$ cat src/rtl/uart_xcvr.sv
`default_nettype none
// ============================================================================
// Module   : uart_xcvr
// Brief    : UART transmitter and receiver with an RX FIFO and sticky errors.
// Revision : 1.0
// ============================================================================
module uart_xcvr #(
    parameter int CLK_HZ     = 50_000_000,
    parameter int BAUD       = 115_200,
    parameter int DATA_BITS  = 8,
    parameter int PARITY     = 0,
    parameter int STOP_BITS  = 1,
    parameter int FIFO_DEPTH = 16
) (
    input  logic                        i_sysclk,
    input  logic                        i_reset_n,
    input  logic [DATA_BITS-1:0]        i_tx_data,
    input  logic                        i_tx_valid,
    output logic                        o_tx_ready,
    output logic                        o_tx,
    input  logic                        i_rx,
    output logic [DATA_BITS-1:0]        o_rx_data,
    output logic                        o_rx_valid,
    input  logic                        i_rx_ready,
    output logic [$clog2(FIFO_DEPTH):0] o_rx_count,
    output logic                        o_rx_overrun,
    output logic                        o_rx_frame_err,
    output logic                        o_rx_parity_err,
    input  logic                        i_err_clr
);

    localparam int c_DIV    = CLK_HZ / BAUD;
    localparam int c_CNT_W  = $clog2(STOP_BITS * c_DIV + 1);
    localparam int c_BIT_W  = $clog2(DATA_BITS + 1);
    localparam int c_PTR_W  = $clog2(FIFO_DEPTH);
    localparam int c_CNTF_W = c_PTR_W + 1;

    localparam logic [c_CNT_W-1:0] c_DIV_M1   = c_CNT_W'(c_DIV - 1);
    localparam logic [c_CNT_W-1:0] c_HALF_M1  = c_CNT_W'(c_DIV / 2 - 1);
    localparam logic [c_CNT_W-1:0] c_STOP_M1  = c_CNT_W'(STOP_BITS * c_DIV - 1);
    localparam logic [c_BIT_W-1:0] c_LAST_BIT = c_BIT_W'(DATA_BITS - 1);
    localparam logic               c_ODD      = (PARITY == 1);
    localparam logic               c_HAS_PAR  = (PARITY != 0);

    localparam logic [2:0] c_S_IDLE   = 3'd0;
    localparam logic [2:0] c_S_START  = 3'd1;
    localparam logic [2:0] c_S_DATA   = 3'd2;
    localparam logic [2:0] c_S_PARITY = 3'd3;
    localparam logic [2:0] c_S_STOP   = 3'd4;

    logic [2:0]           r_tx_state;
    logic [c_CNT_W-1:0]   r_tx_cnt;
    logic [c_BIT_W-1:0]   r_tx_bit;
    logic [DATA_BITS-1:0] r_tx_shift;
    logic                 r_tx_par;
    logic                 r_tx;
    logic                 r_tx_ready;

    // Ready is registered so it stays low through reset and rises one edge later.
    always_ff @(posedge i_sysclk or negedge i_reset_n) begin
        if (!i_reset_n) begin
            r_tx_state <= c_S_IDLE;
            r_tx_cnt   <= '0;
            r_tx_bit   <= '0;
            r_tx_shift <= '0;
            r_tx_par   <= 1'b0;
            r_tx       <= 1'b1;
            r_tx_ready <= 1'b0;
        end else begin
            case (r_tx_state)
                c_S_IDLE: begin
                    r_tx_cnt <= '0;
                    r_tx     <= 1'b1;
                    if (r_tx_ready && i_tx_valid) begin
                        r_tx_shift <= i_tx_data;
                        r_tx_par   <= (^i_tx_data) ^ c_ODD;
                        r_tx       <= 1'b0;
                        r_tx_ready <= 1'b0;
                        r_tx_state <= c_S_START;
                    end else begin
                        r_tx_ready <= 1'b1;
                    end
                end
                c_S_START: begin
                    if (r_tx_cnt == c_DIV_M1) begin
                        r_tx_cnt   <= '0;
                        r_tx_bit   <= '0;
                        r_tx       <= r_tx_shift[0];
                        r_tx_state <= c_S_DATA;
                    end else begin
                        r_tx_cnt <= r_tx_cnt + c_CNT_W'(1);
                    end
                end
                c_S_DATA: begin
                    if (r_tx_cnt == c_DIV_M1) begin
                        r_tx_cnt <= '0;
                        if (r_tx_bit == c_LAST_BIT) begin
                            if (c_HAS_PAR) begin
                                r_tx       <= r_tx_par;
                                r_tx_state <= c_S_PARITY;
                            end else begin
                                r_tx       <= 1'b1;
                                r_tx_state <= c_S_STOP;
                            end
                        end else begin
                            r_tx_bit   <= r_tx_bit + c_BIT_W'(1);
                            r_tx       <= r_tx_shift[1];
                            r_tx_shift <= r_tx_shift >> 1;
                        end
                    end else begin
                        r_tx_cnt <= r_tx_cnt + c_CNT_W'(1);
                    end
                end
                c_S_PARITY: begin
                    if (r_tx_cnt == c_DIV_M1) begin
                        r_tx_cnt   <= '0;
                        r_tx       <= 1'b1;
                        r_tx_state <= c_S_STOP;
                    end else begin
                        r_tx_cnt <= r_tx_cnt + c_CNT_W'(1);
                    end
                end
                c_S_STOP: begin
                    if (r_tx_cnt == c_STOP_M1) begin
                        r_tx_cnt   <= '0;
                        r_tx_ready <= 1'b1;
                        r_tx_state <= c_S_IDLE;
                    end else begin
                        r_tx_cnt <= r_tx_cnt + c_CNT_W'(1);
                    end
                end
                default: begin
                    r_tx       <= 1'b1;
                    r_tx_state <= c_S_IDLE;
                end
            endcase
        end
    end

    assign o_tx       = r_tx;
    assign o_tx_ready = r_tx_ready;

    logic                 r_rx_s1;
    logic                 r_rx_s2;
    logic [2:0]           r_rx_state;
    logic [c_CNT_W-1:0]   r_rx_cnt;
    logic [c_BIT_W-1:0]   r_rx_bit;
    logic [DATA_BITS-1:0] r_rx_shift;
    logic                 r_rx_par_bad;

    always_ff @(posedge i_sysclk or negedge i_reset_n) begin
        if (!i_reset_n) begin
            r_rx_s1 <= 1'b1;
            r_rx_s2 <= 1'b1;
        end else begin
            r_rx_s1 <= i_rx;
            r_rx_s2 <= r_rx_s1;
        end
    end

    // Only the first stop bit is sampled; the line is idle-high for any extra stop bits.
    always_ff @(posedge i_sysclk or negedge i_reset_n) begin
        if (!i_reset_n) begin
            r_rx_state   <= c_S_IDLE;
            r_rx_cnt     <= '0;
            r_rx_bit     <= '0;
            r_rx_shift   <= '0;
            r_rx_par_bad <= 1'b0;
        end else begin
            case (r_rx_state)
                c_S_IDLE: begin
                    r_rx_cnt <= '0;
                    if (!r_rx_s2) begin
                        r_rx_state <= c_S_START;
                    end
                end
                c_S_START: begin
                    if (r_rx_cnt == c_HALF_M1) begin
                        r_rx_cnt     <= '0;
                        r_rx_bit     <= '0;
                        r_rx_par_bad <= 1'b0;
                        r_rx_state   <= r_rx_s2 ? c_S_IDLE : c_S_DATA;
                    end else begin
                        r_rx_cnt <= r_rx_cnt + c_CNT_W'(1);
                    end
                end
                c_S_DATA: begin
                    if (r_rx_cnt == c_DIV_M1) begin
                        r_rx_cnt   <= '0;
                        r_rx_shift <= {r_rx_s2, r_rx_shift[DATA_BITS-1:1]};
                        if (r_rx_bit == c_LAST_BIT) begin
                            r_rx_state <= c_HAS_PAR ? c_S_PARITY : c_S_STOP;
                        end else begin
                            r_rx_bit <= r_rx_bit + c_BIT_W'(1);
                        end
                    end else begin
                        r_rx_cnt <= r_rx_cnt + c_CNT_W'(1);
                    end
                end
                c_S_PARITY: begin
                    if (r_rx_cnt == c_DIV_M1) begin
                        r_rx_cnt     <= '0;
                        r_rx_par_bad <= r_rx_s2 != ((^r_rx_shift) ^ c_ODD);
                        r_rx_state   <= c_S_STOP;
                    end else begin
                        r_rx_cnt <= r_rx_cnt + c_CNT_W'(1);
                    end
                end
                c_S_STOP: begin
                    if (r_rx_cnt == c_DIV_M1) begin
                        r_rx_cnt   <= '0;
                        r_rx_state <= c_S_IDLE;
                    end else begin
                        r_rx_cnt <= r_rx_cnt + c_CNT_W'(1);
                    end
                end
                default: r_rx_state <= c_S_IDLE;
            endcase
        end
    end

    logic [DATA_BITS-1:0] r_mem [FIFO_DEPTH];
    logic [c_PTR_W-1:0]   r_wr_ptr;
    logic [c_PTR_W-1:0]   r_rd_ptr;
    logic [c_CNTF_W-1:0]  r_count;
    logic                 r_ovr;
    logic                 r_frm;
    logic                 r_par;

    logic w_rx_done;
    logic w_full;
    logic w_pop;
    logic w_push;

    assign w_rx_done = (r_rx_state == c_S_STOP) && (r_rx_cnt == c_DIV_M1);
    assign w_full    = (r_count == c_CNTF_W'(FIFO_DEPTH));
    assign w_pop     = (r_count != '0) && i_rx_ready;
    // A pop in the same cycle frees the slot, so a full FIFO can still accept.
    assign w_push    = w_rx_done && (!w_full || w_pop);

    always_ff @(posedge i_sysclk) begin
        if (w_push) begin
            r_mem[r_wr_ptr] <= r_rx_shift;
        end
    end

    always_ff @(posedge i_sysclk or negedge i_reset_n) begin
        if (!i_reset_n) begin
            r_wr_ptr <= '0;
            r_rd_ptr <= '0;
            r_count  <= '0;
        end else begin
            if (w_push) begin
                r_wr_ptr <= r_wr_ptr + c_PTR_W'(1);
            end
            if (w_pop) begin
                r_rd_ptr <= r_rd_ptr + c_PTR_W'(1);
            end
            if (w_push && !w_pop) begin
                r_count <= r_count + c_CNTF_W'(1);
            end else if (w_pop && !w_push) begin
                r_count <= r_count - c_CNTF_W'(1);
            end
        end
    end

    always_ff @(posedge i_sysclk or negedge i_reset_n) begin
        if (!i_reset_n) begin
            r_ovr <= 1'b0;
            r_frm <= 1'b0;
            r_par <= 1'b0;
        end else begin
            if (w_rx_done && w_full && !w_pop) r_ovr <= 1'b1;
            else if (i_err_clr)                r_ovr <= 1'b0;
            if (w_rx_done && !r_rx_s2)         r_frm <= 1'b1;
            else if (i_err_clr)                r_frm <= 1'b0;
            if (w_rx_done && r_rx_par_bad)     r_par <= 1'b1;
            else if (i_err_clr)                r_par <= 1'b0;
        end
    end

    assign o_rx_valid      = (r_count != '0);
    assign o_rx_data       = o_rx_valid ? r_mem[r_rd_ptr] : '0;
    assign o_rx_count      = r_count;
    assign o_rx_overrun    = r_ovr;
    assign o_rx_frame_err  = r_frm;
    assign o_rx_parity_err = r_par;

endmodule
`default_nettype wire
$ cat config.mk
export PLATFORM = sky130hd
export DESIGN_NAME = uart_xcvr
export DESIGN_NICKNAME = d
export VERILOG_FILES = /design/src/rtl/uart_xcvr.sv
export SDC_FILE = /design/constraint.sdc
export NUM_CORES = 1
export LEC_CHECK = 0
export CORE_UTILIZATION = 30
export DETAILED_ROUTE_END_ITERATION = 8
export PLACE_DENSITY = 0.55
export SETUP_SLACK_MARGIN = 0.1
export SLEW_MARGIN = 20
export SYNTH_ARGS = -nofsm -noshare
export SYNTH_HDL_FRONTEND = slang
export SYNTH_SLANG_ARGS = --single-unit
$ cat constraint.sdc
create_clock -name i_sysclk -period 3.5 [get_ports i_sysclk]
set_clock_uncertainty 0.15 [all_clocks]
set_input_delay 0.525 -clock i_sysclk [delete_from_list [all_inputs] [get_ports i_sysclk]]
set_output_delay 0.525 -clock i_sysclk [all_outputs]
set_load 0.02 [all_outputs]
=== Word level (Yosys, flattened, before mapping) ===
Memory sizes are Yosys's and may differ from the RTL's.
Cells that the tools add are included.

* Equality and inequality tests: 29
* Add/subtract/negate cells: 8
* Reductions and logical operators: 41
* Bitwise gates (word level): 1
* Mux-type cells: 51

{| class="wikitable"
|+ Operators by type and width
! cell !! count
|-
| $mux W3 || 12
|-
| $mux W8 || 4
|-
| $pmux W3 S5 || 2
|-
| $ne A2 B2 Y1 const B || 14
|-
| $mux W9 || 3
|-
| $pmux W9 S3 || 1
|-
| $mux W4 || 6
|-
| $reduce_bool A2 Y1 || 10
|-
| $add A9 B1 Y9 const B || 2
|-
| $eq A9 B9 Y1 const B || 2
|-
| $pmux W9 S2 || 1
|-
| $add A4 B1 Y4 const B || 4
|-
| $pmux W4 S2 || 2
|-
| $pmux W8 S2 || 1
|-
| $reduce_and A4 Y1 || 4
|-
| $mux W1 || 13
|-
| $eq A3 B2 Y1 const B || 4
|-
| $reduce_and A6 Y1 || 2
|-
| $logic_and A1 B1 Y1 || 10
|-
| $mux W5 || 2
|-
| $eq A9 B8 Y1 const B || 1
|-
| $eq A4 B3 Y1 const B || 2
|-
| $reduce_xor A8 Y1 || 1
|-
| $eq A3 B1 Y1 const B || 2
|-
| 18 further kinds || 25
|}

* Memories: 1
* Output and inout port bits: 19
* Flip-flop bits (word level): 69
* Bits of input ports: 14
* Memory bits (writable): 128

{| class="wikitable"
|+ Memory list
! name !! words !! bits a word !! rd ports !! clocked after Yosys merged registers in !! write ports !! RTL line !! text
|-
| r_mem || 16 || 8 || 1 || 0 || 1 || 222 || <nowiki>logic [DATA_BITS-1:0] r_mem [FIFO_DEPTH];</nowiki>
|}

=== Depth between registers and ports, before layout ===
Gate-level depths: netlist of the first run.

* Word-level depth: 8
* Mapped depth: 14
* Mapped depth without buffers: 13

=== Worst setup path before layout of the first run ===
OpenSTA, ideal clock, no wires.

* Path kind: register to register
* From: register r_count[0], in the netlist o_rx_count[0]
* To: register r_count[4], in the netlist o_rx_count[4]
* Arrival time: 3.000 ns
* Cell stages (with the launch flop): 15
* Setup time: 0.132 ns
* Buffers on the path: 1
* Clock period less this slack: 3.282 ns
* Setup slack: 0.218 ns
* Cell sequence: dfrtp_1 -> nor4_1 -> nor2b_1 -> clkbuf_1 -> inv_1 -> and2_1 -> inv_1 -> ha_1 -> inv_1 -> fa_1 -> a21o_1 -> a21oi_1 -> xnor2_1 -> nor2_1 -> xor2_1

* Word-level cells in the longest chain between the ends: 7
* Elaborated cells between the ends (all ways): 15

{| class="wikitable"
|+ Ends and longest elaborated chain
! item !! RTL line !! text
|-
| start: declaration || 225 || <nowiki>logic [c_CNTF_W-1:0] r_count;</nowiki>
|-
| start signal: assignment || 260 || <nowiki>r_count <= r_count + c_CNTF_W'(1);</nowiki>
|-
| start signal: assignment || 262 || <nowiki>r_count <= r_count - c_CNTF_W'(1);</nowiki>
|-
| $reduce_bool A5 Y1 * || n/a ||
|-
| net o_rx_valid || 23 || <nowiki>output logic o_rx_valid,</nowiki>
|-
| $logic_and A1 B1 Y1 * || 237 || <nowiki>assign w_pop = (r_count != '0) && i_rx_ready;</nowiki>
|-
| $logic_or A1 B1 Y1 || 239 || <nowiki>assign w_push = w_rx_done && (!w_full || w_pop);</nowiki>
|-
| $logic_and A1 B1 Y1 || 239 ||
|-
| $logic_not A1 Y1 || 261 || <nowiki>end else if (w_pop && !w_push) begin</nowiki>
|-
| $logic_and A1 B1 Y1 || 261 ||
|-
| $reduce_bool A2 Y1 (no line) || n/a ||
|}

The timed path passes the listed nets; every way through them passes the cells marked *. The select of a mux whose other input is x is not followed.
A chain may end at the register's enable or synchronous reset.

=== Final worst setup path of the first run ===
* From: register r_rd_ptr[0]
* To: output port o_rx_data[3]

* Word-level cells in the longest chain between the ends: 2

{| class="wikitable"
|+ Ends and longest elaborated chain
! item !! RTL line !! text
|-
| start: declaration || 224 || <nowiki>logic [c_PTR_W-1:0] r_rd_ptr;</nowiki>
|-
| start signal: assignment || 257 || <nowiki>r_rd_ptr <= r_rd_ptr + c_PTR_W'(1);</nowiki>
|-
| $mem_v2 Z16 W8 || n/a ||
|-
| $mux W8 || 283 || <nowiki>assign o_rx_data = o_rx_valid ? r_mem[r_rd_ptr] : '0;</nowiki>
|-
| end: declaration || 22 || <nowiki>output logic [DATA_BITS-1:0] o_rx_data,</nowiki>
|}

No other way between the ends.

==> results, run 1 <==
- The max-slew violation total from the final report came to 0.
- The synthesis warning total is 0.
- The clock net in this run drives a total of 197 sinks.
- The number of input and output port buffers inserted is 32.
- The sum of negative setup slack is 0 ns.
- The cell depth of the worst flop-to-flop path is 11.
- Routability-driven placement finished with a final weighted congestion of 0.844.
- The minimum period implied by the final worst setup slack is 3.30 ns.
- The total number of placement rows is 61.
- The final critical-path share of the clock period is 94.2%.
- The pre-antenna-repair detailed-routing pass consisted of 5 iterations.
- The fmax is 0.303 GHz.
- The portion of total power attributed to combinational logic is 0.8%.
- After detailed routing, the total wire length is 17.8 mm.
- The number of buffers added by the clock tree synthesis step is 17.
- The post-route antenna net violation count is 0.
- The first-pass GRT wire length is 28.2 mm.
- The source of the critical timing path is r_rd_ptr[0]$_DFFE_PN0N_.
- The full die area is 29400 um2.
- The mean routed wirelength per cell is 17.5 um.
- In the routed design, unresolved DRC markers number 0.
- The power per cell area is 445 nW/um2.
- The worst-case IR drop observed on VDD is 0.000312 V.
- Yosys attributes the largest share of cell area to sky130_fd_sc_hd__edfxtp_1, sky130_fd_sc_hd__dfrtp_1, sky130_fd_sc_hd__mux4_2.
- In this run, distinct cell masters in the synthesized netlist total 67.
- The area growth from synthesis to layout is 17.0%.
- For the worst-skew pair, the clock arrives at the later sink with an insertion delay of 0.43 ns.
- The run finished with clean final reports.
- In the final design database the tool counted 656 nets.
- Per report_power, the sequential group accounts for 54.8% of the total.
- The height of the chip is 171 um.
- Summing every instance area after synthesis gives 8610 um2.
- Counting flops with an async set or reset pin after synthesis yields a share of 35.0%.
- 33 I/O pins were placed.
- The via count normalized by instance count is 4.83.
- In this run the critical register-to-register path is captured at o_rx_count[4]$_DFFE_PN0P_.
- Setup repair after global routing left no endpoint under its margin.
- The predominant post-synthesis flop cell is sky130_fd_sc_hd__edfxtp_1.
- The repair_antennas step left the layout with diodes totalling 0.
- For this block, the via count after detailed routing is 4912.
- The capturing element type of the critical path is an output port.
- The slew of the pin with the lowest slew margin is 0.868 ns.
- The maximum clock insertion buffer count is 2.
- The total overflow left after global routing is 0.
- The highest fanout seen on the critical path is 12.
- The switching fraction of total power is 21.9%.
- The initial antenna violation count is 0.
- The number of DRC violations after detailed-routing iteration 0 is 399.
- The number of global-route vias before repair is 5139.
- The setup path with the least slack is of type reg -> out.
- The final core utilization is 36.0%.
- The leakage power total is 3.96 nW.
- The number of nets in the synthesized netlist is 610.
- The startpoint class of the critical path is a flop.
- The number of failing hold endpoints at the final stage is 0.
- The root buffer cell is sky130_fd_sc_hd__clkbuf_16.
- After synthesis, the mean cell area works out to 14.9 um2.
- The library cell occupying the most area in the post-synthesis netlist is sky130_fd_sc_hd__edfxtp_1.
- The number of H-tree levels is 4.
- The number of enable flip-flop cells after synthesis is 128.
- The switching power total is 0.980 mW.
- In this run, the clock network consumes 44.4% of the power.
- The share of the synthesized area in the top cell type is 44.6%.
- In this run, synthesis produced a sequential element count of 197.
- The critical path endpoint is o_rx_data[3].
- The worst-case register-to-register setup slack is 0.37 ns.
- The sequential element share of the synthesized area is 64.7%.
- The internal power of the cells is 3.51 mW.
- The number of maximum-capacitance constraint violations is 0.
- The floorplan step defined a core boundary enclosing 28000 um2.
- The TritonCTS clock tree is done.
- Synthesis produced 579 cells.
- The arrival time at the worst endpoint is 2.62 ns.
- Once detailed placement completed, the half-perimeter wirelength came to 11.5 mm.
- The worst-case headroom to the max-slew limit is 41.9%.
- The largest net degree at the start of global routing is 34.
- In this run the worst hold path is classified as reg -> reg.
- Setup violations remaining at the end of the flow were counted as 0.
- In this run the critical register-to-register path is launched from r_rx_cnt[3]$_DFFE_PN0P_.
- Global routing used 12.7% of the available tracks.
- After clock tree synthesis, the clock-pin slew on the worst setup and hold paths is 0.07 ns.
- Measured along the x axis, the die boundary spans 171 um.
- The initial core utilization is 30.7%.
- Of the cells placed in the final design, the portion with a size suffix greater than 1 is 17.7%.
- The critical path data required time is 2.82 ns.
-- layout by cell type (no fill, tap or decap), types with 4 or more instances in the layout --
| cell | synthesis | layout |
|---|---|---|
| sky130_fd_sc_hd__edfxtp_1 | 128 | 128 |
| sky130_fd_sc_hd__dfrtp_1 | 66 | 65 |
| sky130_fd_sc_hd__nand2_1 | 42 | 42 |
| sky130_fd_sc_hd__o21ai_0 | 33 | 33 |
| sky130_fd_sc_hd__mux4_2 | 32 | 32 |
| sky130_fd_sc_hd__clkdlybuf4s50_1 | 0 | 31 |
| sky130_fd_sc_hd__a21oi_1 | 20 | 20 |
| sky130_fd_sc_hd__clkbuf_16 | 0 | 18 |
| sky130_fd_sc_hd__inv_1 | 17 | 17 |
| sky130_fd_sc_hd__nor2_1 | 17 | 17 |
| sky130_fd_sc_hd__and2_1 | 16 | 16 |
| sky130_fd_sc_hd__a22oi_1 | 16 | 16 |
| sky130_fd_sc_hd__ha_1 | 16 | 16 |
| sky130_fd_sc_hd__xnor2_1 | 15 | 15 |
| sky130_fd_sc_hd__buf_4 | 1 | 14 |
| sky130_fd_sc_hd__nand3_1 | 11 | 11 |
| sky130_fd_sc_hd__mux2_2 | 10 | 10 |
| sky130_fd_sc_hd__nand2b_1 | 10 | 10 |
| sky130_fd_sc_hd__mux2i_1 | 10 | 10 |
| sky130_fd_sc_hd__and3_1 | 8 | 8 |
| sky130_fd_sc_hd__a31oi_1 | 7 | 7 |
| sky130_fd_sc_hd__nor2b_1 | 7 | 6 |
| sky130_fd_sc_hd__nand4_1 | 6 | 6 |
| sky130_fd_sc_hd__xor2_1 | 6 | 6 |
| sky130_fd_sc_hd__inv_8 | 0 | 6 |
| sky130_fd_sc_hd__nor3b_1 | 4 | 4 |
-- area by class of cell --
cell class	count	area [um2]
Clock inverter	14	174
Inverter	17	63.8
Timing Repair Buffer	50	495
Tap cell	378	473
Multi-Input combinational cell	342	2860
Fill cell	2666	17900
Sequential cell	197	5580
Clock buffer	18	429
-- cells in the mapped netlist (15+ instances only) --
master,n
sky130_fd_sc_hd__xnor2_1,15
sky130_fd_sc_hd__and2_1,16
sky130_fd_sc_hd__ha_1,16
sky130_fd_sc_hd__dfrtp_1,66
sky130_fd_sc_hd__a22oi_1,16
sky130_fd_sc_hd__edfxtp_1,128
sky130_fd_sc_hd__inv_1,17
sky130_fd_sc_hd__a21oi_1,20
sky130_fd_sc_hd__mux4_2,32
sky130_fd_sc_hd__nand2_1,42
sky130_fd_sc_hd__nor2_1,17
sky130_fd_sc_hd__o21ai_0,33
-- routing by layer --
layer  up-vias  GRT usage, %  part of all wire, %
met5         -             0                    0
met2        99          20.6                   47
li1       2297             -                    -
met4         0          2.45                 0.70
met3         9          3.52                  5.3
met1      2507          17.1                   47
-- logic make-up after synthesis --
| kind of cell | Yosys count | share of synthesized area, % |
|---|---|---|
| and+or+nand+nor | 146 | 9.53 |
| buffers and inverters | 40 | 2.06 |
| muxes | 52 | 10.8 |
| adders and majority gates | 17 | 2.56 |
| AOI/OAI and AO/OA | 106 | 8.15 |
| DFF | 197 | 64.7 |
| xor gates and xnor gates | 21 | 2.14 |
-- timing repair --
action,in CTS,in global routing
hold endpoints to repair,22,0
setup buffers,0,4
cloned,0,1
hold buffers,1,0
endpoints found under the setup margin,2,8
resized for setup,0,1
-- state kept, by name, indices dropped and copies added, names as in the netlist --
name	cells
r_tx_shift	8
o_tx_ready	1
o_tx	1
r_rx_state	3
r_wr_ptr	4
r_tx_cnt	9
r_rx_s1	1
r_tx_bit	4
r_rx_s2	1
r_rx_shift	8
o_rx_count	5
r_tx_state	3
o_rx_frame_err	1
r_rd_ptr	4
r_rx_bit	4
r_mem	128
r_rx_par_bad	1
o_rx_overrun	1
o_rx_parity_err	1
r_rx_cnt	9
-- worst min-delay path by stage --
| stage | start | endpoint | cells past startpoint |
|---|---|---|---|
| after floorplan | i_reset_n | o_rx_count[0]$_DFFE_PN0P_ | 0 |
| after global placement | r_rx_s1$_DFF_PN1_ | r_rx_s2$_DFF_PN1_ | 0 |
| after detailed placement | r_rx_s1$_DFF_PN1_ | r_rx_s2$_DFF_PN1_ | 0 |
| after CTS | r_rx_s1$_DFF_PN1_ | r_rx_s2$_DFF_PN1_ | 0 |
| after global routing | r_rx_s1$_DFF_PN1_ | r_rx_s2$_DFF_PN1_ | 0 |
| final | r_rx_s1$_DFF_PN1_ | r_rx_s2$_DFF_PN1_ | 0 |
-- per-stage QoR --
step / hold slack [ns] / instance area [um2] / worst slack, ns / total power, mW / instances
finish: 0.210 / 10100 / 0.204 / 4.49 / 1016
global route: 0.216 / 10100 / 0.0837 / 4.63 / 1016
CTS: 0.211 / 10000 / 0.0749 / 4.54 / 1011
floorplan: 0.0794 / 8610 / 0.218 / 2.51 / 579
global placement: 0.197 / 9400 / 0.462 / 2.55 / 978
detailed placement: 0.200 / 9400 / 0.387 / 2.55 / 978
-- power by group through the flow --
stage	Combinational, mW	Clock (mW)	Sequential (mW)
5_1_grt	0.0433	2.13	2.46
3_3_place_gp	0.0377	0	2.51
6_report	0.0381	1.99	2.46
2_1_floorplan	0.00439	0	2.51
4_1_cts	0.0398	2.04	2.46
3_5_place_dp	0.0387	0	2.51
-- critical path, cell delays in order (launching register included) --
cell and delay, ns:
sky130_fd_sc_hd__dfrtp_2 0.50, sky130_fd_sc_hd__buf_12 0.21, sky130_fd_sc_hd__mux4_2 0.51, sky130_fd_sc_hd__a22oi_1 0.30
sky130_fd_sc_hd__a21oi_1 0.12, sky130_fd_sc_hd__clkdlybuf4s50_1 0.54
(Power assumes the default switching activity.)
==> inputs of run 2 (changes only) <==
Clock period 3.5 ns to 3.3 ns, I/O delays scaled along.
==> results, run 2 (synthesis gave the netlist of run 1 again) <==
- The height of the chip is 171 um (unchanged).
- The cell depth of the worst hold path is 0 (unchanged).
- The root buffer cell is sky130_fd_sc_hd__clkbuf_16.
- The via count normalized by instance count is 4.84 (+0.18%).
- The number of input and output port buffers inserted is 32 (unchanged).
- The startpoint identified for the worst register-to-register timing path is r_rx_cnt[3]$_DFFE_PN0P_.
- On the critical path, the stage with the largest delay is an instance of sky130_fd_sc_hd__or4b_4.
- The max-slew violation total from the final report came to 0 (unchanged).
- The minimum period implied by the final worst setup slack is 3.11 ns.
- The initial core utilization is 30.7% (unchanged).
- Relative to the synthesized area, the layout overhead comes to 17.1%.
- The switching fraction of total power is 21.7% (-0.17 points).
- The worst-case vdd ir drop was 0.000275 V (-12%).
- The worst-case register-to-register setup slack was 0.19 ns (-0.18 ns).
- The sum of negative setup slack is 0 ns (unchanged).
- The number of H-tree levels came to 4 (unchanged).
- The TritonCTS clock tree is done.
- The fraction of power consumed by the clock network came to 44.2% (-0.2 points).
- The power per cell area came to 470 nW/um2 (+5.6%).
- The logic depth of the worst setup path including buffers is 11 (+6).
- The number of DRC violations after detailed-routing iteration 0 is 390 (-2.3%).
- In this design, the largest share of critical-path delay is due to simple AND/OR/NAND/NOR gates.
- The endpoint of the worst register-to-register path is o_rx_count[4]$_DFFE_PN0P_.
- The slew of the pin with the lowest slew margin was 0.861 ns (-0.00735 ns).
- Tracing the worst setup path back leads to its startpoint at r_rx_cnt[3]$_DFFE_PN0P_.
- In the layout the commonest cells are sky130_fd_sc_hd__edfxtp_1, sky130_fd_sc_hd__dfrtp_1, sky130_fd_sc_hd__nand2_1.
- The number of global-route vias before repair is 5162 (+0.45%).
- The flow ran to the end, and the final reports show no timing, DRC or antenna violations.
- The share of post-route cells with drive strength above 1 was 18.1% (+0.37 points).
- The number of buffers added by the clock tree synthesis step is 17 (unchanged).
- Setup repair after global routing could not meet its margin everywhere.
- The placeable core region is 28000 um2 (unchanged).
- The number of nets in the final layout is 654 (-0.30%).
- The number of remaining DRC errors is 0 (unchanged).
- The buffers plus inverters on the worst setup path is 1 (-1).
- The maximum clock insertion buffer count was 2 (unchanged).
- The critical path data required time is 3.47 ns (+0.65 ns).
- The worst-case headroom to the max-slew limit is 42.4% (+0.49 points).
- The highest fanout seen on the critical path came to 8 (-4).
- The total routing resource utilization after global routing was 12.7% (-0.020 points).
- The total placed instance area was 9440 um2 (+0.43%).
- The startpoint identified for the worst hold timing path is r_rx_s1$_DFF_PN1_.
- The post-route antenna net violation count was 0 (unchanged).
- In this run the worst hold path is classified as reg -> reg.
- The critical path goes through or4b_4 > nor2_8 > and3_1 > ha_1 > inv_1 > fa_1 > a21o_1 > a21oi_1 > xnor2_1 > nor2_1 > xor2_1.
- The cell depth of the worst flop-to-flop path is 11 (unchanged).
- The number of top-level design ports is 33 (unchanged).
- The classification of the worst setup path is reg -> reg.
- The clock-pin slew reported for the worst setup and hold paths after clock tree synthesis is 0.07 ns (about the same).
- The detailed-route via count is 4911 (-0.020%).
- The die extent in x is 171 um (unchanged).
- The count of inserted antenna diode cells came to 0 (unchanged).
- The first-pass iteration count of the detailed router was 4 (-1).
- The count of endpoints failing setup in the final report is 0 (unchanged).
- The largest register by flop count is r_mem.
- The weighted congestion reported at the end of routability-driven placement is 0.802 (-5.0%).
- The clock insertion delay at the later pin of the skew report is 0.43 ns (about the same).
- The total number of placement rows was 61 (unchanged).
- The total half-perimeter wirelength after legalization and detailed placement was 11.7 mm (+1.7%).
- The total grt overflow is 0 (unchanged).
- The fraction of power consumed by sequential logic is 54.9% (about the same).
- The final instance area was 10100 um2 (+0.15%).
- The arrival time at the worst endpoint is 3.28 ns (+0.66 ns).
- The final wirelength is 17.6 mm (-0.87%).
- The worst hold path terminates at r_rx_s2$_DFF_PN1_.
- The maximum single-stage delay on the critical path is 0.58 ns (+0.04 ns).
- The portion of total power attributed to combinational logic came to 0.9% (about the same).
- The first-pass GRT wire length is 28.1 mm (-0.15%).
- The leakage power total was 4.02 nW (+1.6%).
- The number of flip-flops in the largest register was 128 (unchanged).
- The largest registers in the layout are r_mem: 128 flops, r_rx_cnt: 9 flops, r_tx_cnt: 9 flops.
- The mean routed wirelength per cell came to 17.4 um (-0.67%).
- The worst setup path is captured at a flop.
- The full die area came to 29400 um2 (unchanged).
- The initial antenna violation count is 0 (unchanged).
- The number of failing hold endpoints at the final stage is 0 (unchanged).
- The number of maximum-capacitance constraint violations is 0 (unchanged).
- The internal power of the cells was 3.72 mW (+6.0%).
- The final critical-path share of the clock period is 94.2%.
- The number of sinks on the clock net was 197 (unchanged).
- The largest net degree at the start of global routing came to 70 (+110%).
- The switching power total is 1.03 mW (+5.0%).
- The worst setup path is launched from a flop.
- The number of fillers in the final layout is 2660 (-0.23%).
- The library cell used most frequently in the layout, excluding fill and tap cells, is sky130_fd_sc_hd__edfxtp_1.
- For this run, the top clock speed supported by timing is 0.322 GHz.
==> run 2: changes by cell type in the layout (fill, tap and decap cells not counted), moves of 3 or more <==
| cell | previous run | this run |
|---|---|---|
| sky130_fd_sc_hd__inv_8 | 6 | 2 |
| sky130_fd_sc_hd__clkdlybuf4s50_1 | 31 | 23 |
| sky130_fd_sc_hd__dlygate4sd2_1 | 0 | 6 |
| sky130_fd_sc_hd__buf_4 | 14 | 11 |
==> run 2: layout make-up <==
cell class / count / area [um2] / area share, %
repair buffers: 48 / 485 / 4.81
well taps: 378 / 473 / 4.69
clock buffers: 18 / 429 / 4.25
clock inverters: 14 / 179 / 1.77
flip-flops and latches: 197 / 5580 / 55.3
inverters: 17 / 63.8 / 0.633
multi-input cells: 342 / 2880 / 28.6
==> run 2: worst max path at each step <==
stage | end | slack (ns)
final | o_rx_count[4]$_DFFE_PN0P_ | 0.19
after global routing | o_rx_count[4]$_DFFE_PN0P_ | 0.03
after CTS | o_rx_data[4] | 0.10
after detailed placement | o_rx_count[4]$_DFFE_PN0P_ | 0.17
after global placement | o_rx_count[4]$_DFFE_PN0P_ | 0.25
after floorplan | o_rx_count[4]$_DFFE_PN0P_ | 0.14
==> run 2: worst reg2reg max path, delay by kind of cell (launching register included) <==
| kind | cells | cell delay (ns) |
|---|---|---|
| DFF | 1 | 0.45 |
| xor gates and xnor gates | 2 | 0.27 |
| buffers and inverters | 1 | 0.10 |
| adders and majority gates | 2 | 0.62 |
| and+or+nand+nor | 4 | 1.04 |
| AOI/OAI and AO/OA | 2 | 0.36 |
==> run 2: timing repair <==
| item | in CTS | in global routing |
|---|---|---|
| buffers inserted | 1 | 0 |
| endpoints found under the hold margin | 66 | 0 |
| endpoints found under the setup margin | 8 | 3 |
| gates resized for setup | 6 | 8 |
| hold buffers | 1 | 0 |
==> run 2: power by group through the flow <==
| stage | Clock [mW] | Sequential, mW | Combinational [mW] |
|---|---|---|---|
| 2_1_floorplan | 0 | 2.66 | 0.00466 |
| 3_3_place_gp | 0 | 2.66 | 0.0402 |
| 3_5_place_dp | 0 | 2.66 | 0.0420 |
| 4_1_cts | 2.15 | 2.61 | 0.0431 |
| 5_1_grt | 2.25 | 2.61 | 0.0463 |
| 6_report | 2.10 | 2.61 | 0.0411 |
==> run 2: per-stage QoR <==
stage               hold WS, ns  utilization (%)  setup WS (ns)  power (mW)  cells
detailed placement        0.199             33.7          0.169        2.70    980
finish                    0.207             36.0          0.190        4.75   1014
global route              0.211             36.0         0.0303        4.90   1014
floorplan                0.0494                -          0.144        2.66    579
CTS                       0.210             35.9          0.102        4.80   1014
global placement          0.199             33.7          0.251        2.70    980
==> run 2: routing by layer <==
layer	vias up	wire [um]	share of wire (%)	track usage, %
met5	-	0	0	0
met4	0	108	0.61	3.61
met3	8	912	5.2	2.88
met2	87	8480	48	20.9
met1	2523	8120	46	16.7
li1	2293	-	-	-
==> inputs of run 3 (changes only) <==
Settings changed: TNS_END_PERCENT set to 10.
==> results, run 3 (synthesis gave the netlist of run 1 again) <==
- The placeable core region was 28000 um2 (unchanged).
- The number of nets in the final layout is 654 (unchanged).
- The cell depth of the worst flop-to-flop path is 11 (unchanged).
- The die extent in x is 171 um (unchanged).
- The number of maximum-capacitance constraint violations is 0 (unchanged).
- The signal on the critical path passes through or4b_4 > nor2_8 > and3_1 > ha_1 > inv_1 > fa_1 > a21o_1 > a21oi_1 > xnor2_1 > nor2_1 > xor2_1.
- The fmax is 0.320 GHz (-0.39%).
- The number of H-tree levels came to 4 (unchanged).
- The arrival time at the worst endpoint came to 3.29 ns (about the same).
- The initial core utilization came to 30.7% (unchanged).
- The clock insertion delay at the later pin of the skew report is 0.43 ns (about the same).
- The flow ran to the end, and the final reports show no timing, DRC or antenna violations.
- The cell depth of the worst hold path is 0 (unchanged).
- The worst setup path is launched from a flop.
- The final wirelength is 17.6 mm (about the same).
- The power per cell area was 469 nW/um2 (-0.21%).
- The highest fanout seen on the critical path is 8 (unchanged).
- The via count normalized by instance count is 4.85 (+0.12%).
- The worst-case register-to-register setup slack came to 0.18 ns (about the same).
- The number of sinks on the clock net is 197 (unchanged).
- The number of top-level design ports is 33 (unchanged).
- The setup path with the least slack is of type reg -> reg.
- The total placed instance area is 9440 um2 (unchanged).
- The total grt overflow is 0 (unchanged).
- The total half-perimeter wirelength after legalization and detailed placement is 11.7 mm (unchanged).
- The share of post-route cells with drive strength above 1 is 17.9% (-0.16 points).
- The number of input and output port buffers inserted was 32 (unchanged).
- The highest-delay cell along the critical path is sky130_fd_sc_hd__or4b_4.
- Relative to the synthesized area, the layout overhead comes to 17.3%.
- The total number of placement rows is 61 (unchanged).
- The number of DRC violations after detailed-routing iteration 0 is 389 (-0.26%).
- The count of inserted antenna diode cells is 0 (unchanged).
- The final instance area came to 10100 um2 (+0.17%).
- The detailed-route via count is 4917 (+0.12%).
- The number of global-route vias before repair was 5162 (unchanged).
- Leaving out fill and tap cells, the most frequent cells in the layout are sky130_fd_sc_hd__edfxtp_1, sky130_fd_sc_hd__dfrtp_1, sky130_fd_sc_hd__nand2_1.
- The maximum clock insertion buffer count is 2 (unchanged).
- The slew of the pin with the lowest slew margin was 0.861 ns (+0.000000834 ns).
- The number of failing hold endpoints at the final stage is 0 (unchanged).
- The tree is rooted in a sky130_fd_sc_hd__clkbuf_16.
- The worst-case vdd ir drop is 0.000275 V (about the same).
- The most frequent standard cell in the layout excluding fill and tap cells is sky130_fd_sc_hd__edfxtp_1.
- The largest net degree at the start of global routing was 70 (unchanged).
- The total routing resource utilization after global routing is 12.7% (unchanged).
- The final critical-path share of the clock period came to 94.6% (+0.37 points).
- In the final layout, the registers with the most flip-flops are r_mem: 128 flops, r_rx_cnt: 9 flops, r_tx_cnt: 9 flops.
- The worst slack on hold paths is 0.207 ns (+0.00000400 ns).
- The minimum period implied by the final worst setup slack is 3.12 ns (+0.0121 ns).
- The first-pass GRT wire length is 28.1 mm (unchanged).
- The critical path data required time is 3.47 ns (about the same).
- The max-slew violation total from the final report came to 0 (unchanged).
- The full die area was 29400 um2 (unchanged).
- The clock-pin slew reported for the worst setup and hold paths after clock tree synthesis is 0.07 ns (about the same).
- Setup repair after global routing could not meet its margin everywhere.
- The mean routed wirelength per cell was 17.4 um (about the same).
- The count of endpoints failing setup in the final report is 0 (unchanged).
- The maximum single-stage delay on the critical path is 0.59 ns (about the same).
- The worst-case headroom to the max-slew limit is 42.4% (unchanged).
- The final setup slack of the worst path is 0.178 ns (-0.0121 ns).
- The number of remaining DRC errors was 0 (unchanged).
- The post-route antenna net violation count is 0 (unchanged).
- The worst slack at placement was 0.169 ns (unchanged).
- The capturing element type of the critical path is a flop.
- In this run the worst hold path is classified as reg -> reg.
- The height of the chip is 171 um (unchanged).
- The first-pass iteration count of the detailed router was 4 (unchanged).
- The initial antenna violation count was 0 (unchanged).
- The sum of negative setup slack is 0 ns (unchanged).
- The number of buffers added by the clock tree synthesis step is 17 (unchanged).
- TritonCTS built the clock tree.
- The number of flip-flops in the largest register is 128 (unchanged).
- Ranked by flip-flop count, first place goes to r_mem.
- The leakage power total came to 4.09 nW (+1.8%).
- The weighted congestion reported at the end of routability-driven placement is 0.802 (unchanged).
[run 3: power breakdown]
part,switching (mW),leakage [nW],internal (mW)
logic,0.0221,1.40,0.0190
clock network,1.00,0.295,1.09
registers,0.00124,2.39,2.61
total,1.03,4.09,3.72
[run 3: per-layer routing]
layer | up-vias | GRT usage [%] | part of all wire (%)
li1 | 2293 | - | -
met1 | 2529 | 16.7 | 47
met2 | 85 | 20.9 | 48
met3 | 10 | 2.88 | 4.8
met4 | 0 | 3.61 | 0.63
met5 | - | 0 | 0
[run 3: metrics by stage]
step | std cells | utilization [%] | power [mW]
final | 1014 | 36.1 | 4.74
after global routing | 1014 | 36.1 | 4.90
after CTS | 1014 | 35.9 | 4.80
after detailed placement | 980 | 33.7 | 2.70
after global placement | 980 | 33.7 | 2.70
after floorplan | 579 | - | 2.66
[run 3: path summary, 6_finish.rpt]
path	to	from
worst max-delay path	o_rx_count[4]$_DFFE_PN0P_	r_rx_cnt[3]$_DFFE_PN0P_
max in group asynchronous	r_rx_s2$_DFF_PN1_	i_reset_n
worst min-delay path	r_rx_s2$_DFF_PN1_	r_rx_s1$_DFF_PN1_
worst max register to register	o_rx_count[4]$_DFFE_PN0P_	r_rx_cnt[3]$_DFFE_PN0P_
worst min register to register	r_rx_s2$_DFF_PN1_	r_rx_s1$_DFF_PN1_
min in group asynchronous	r_rx_cnt[1]$_DFFE_PN0P_	i_reset_n
[run 3: layout make-up]
class | count | area (um2)
fill | 2656 | 17900
multi-input combinational | 342 | 2880
inverter | 17 | 63.8
clock inverter | 14 | 179
tap | 378 | 473
sequential | 197 | 5580
timing repair buffer | 48 | 504
clock buffer | 18 | 429
[run 3: critical path, delay by kind of cell (launching register included)]
| kind | cells | cell delay (ns) |
|---|---|---|
| adder cells (fa/ha/maj) | 2 | 0.62 |
| AO/OA/AOI/OAI | 2 | 0.36 |
| buffers and inverters | 1 | 0.10 |
| XOR/XNOR | 2 | 0.27 |
| AND/OR/NAND/NOR | 4 | 1.05 |
| flip-flops | 1 | 0.45 |
[run 3: repair_timing]
item,CTS,global route
hold endpoints to repair,66,0
setup endpoints to repair,8,8
gates resized for setup,1,12
setup buffers,1,0
pin swaps,0,0
hold buffers,1,0
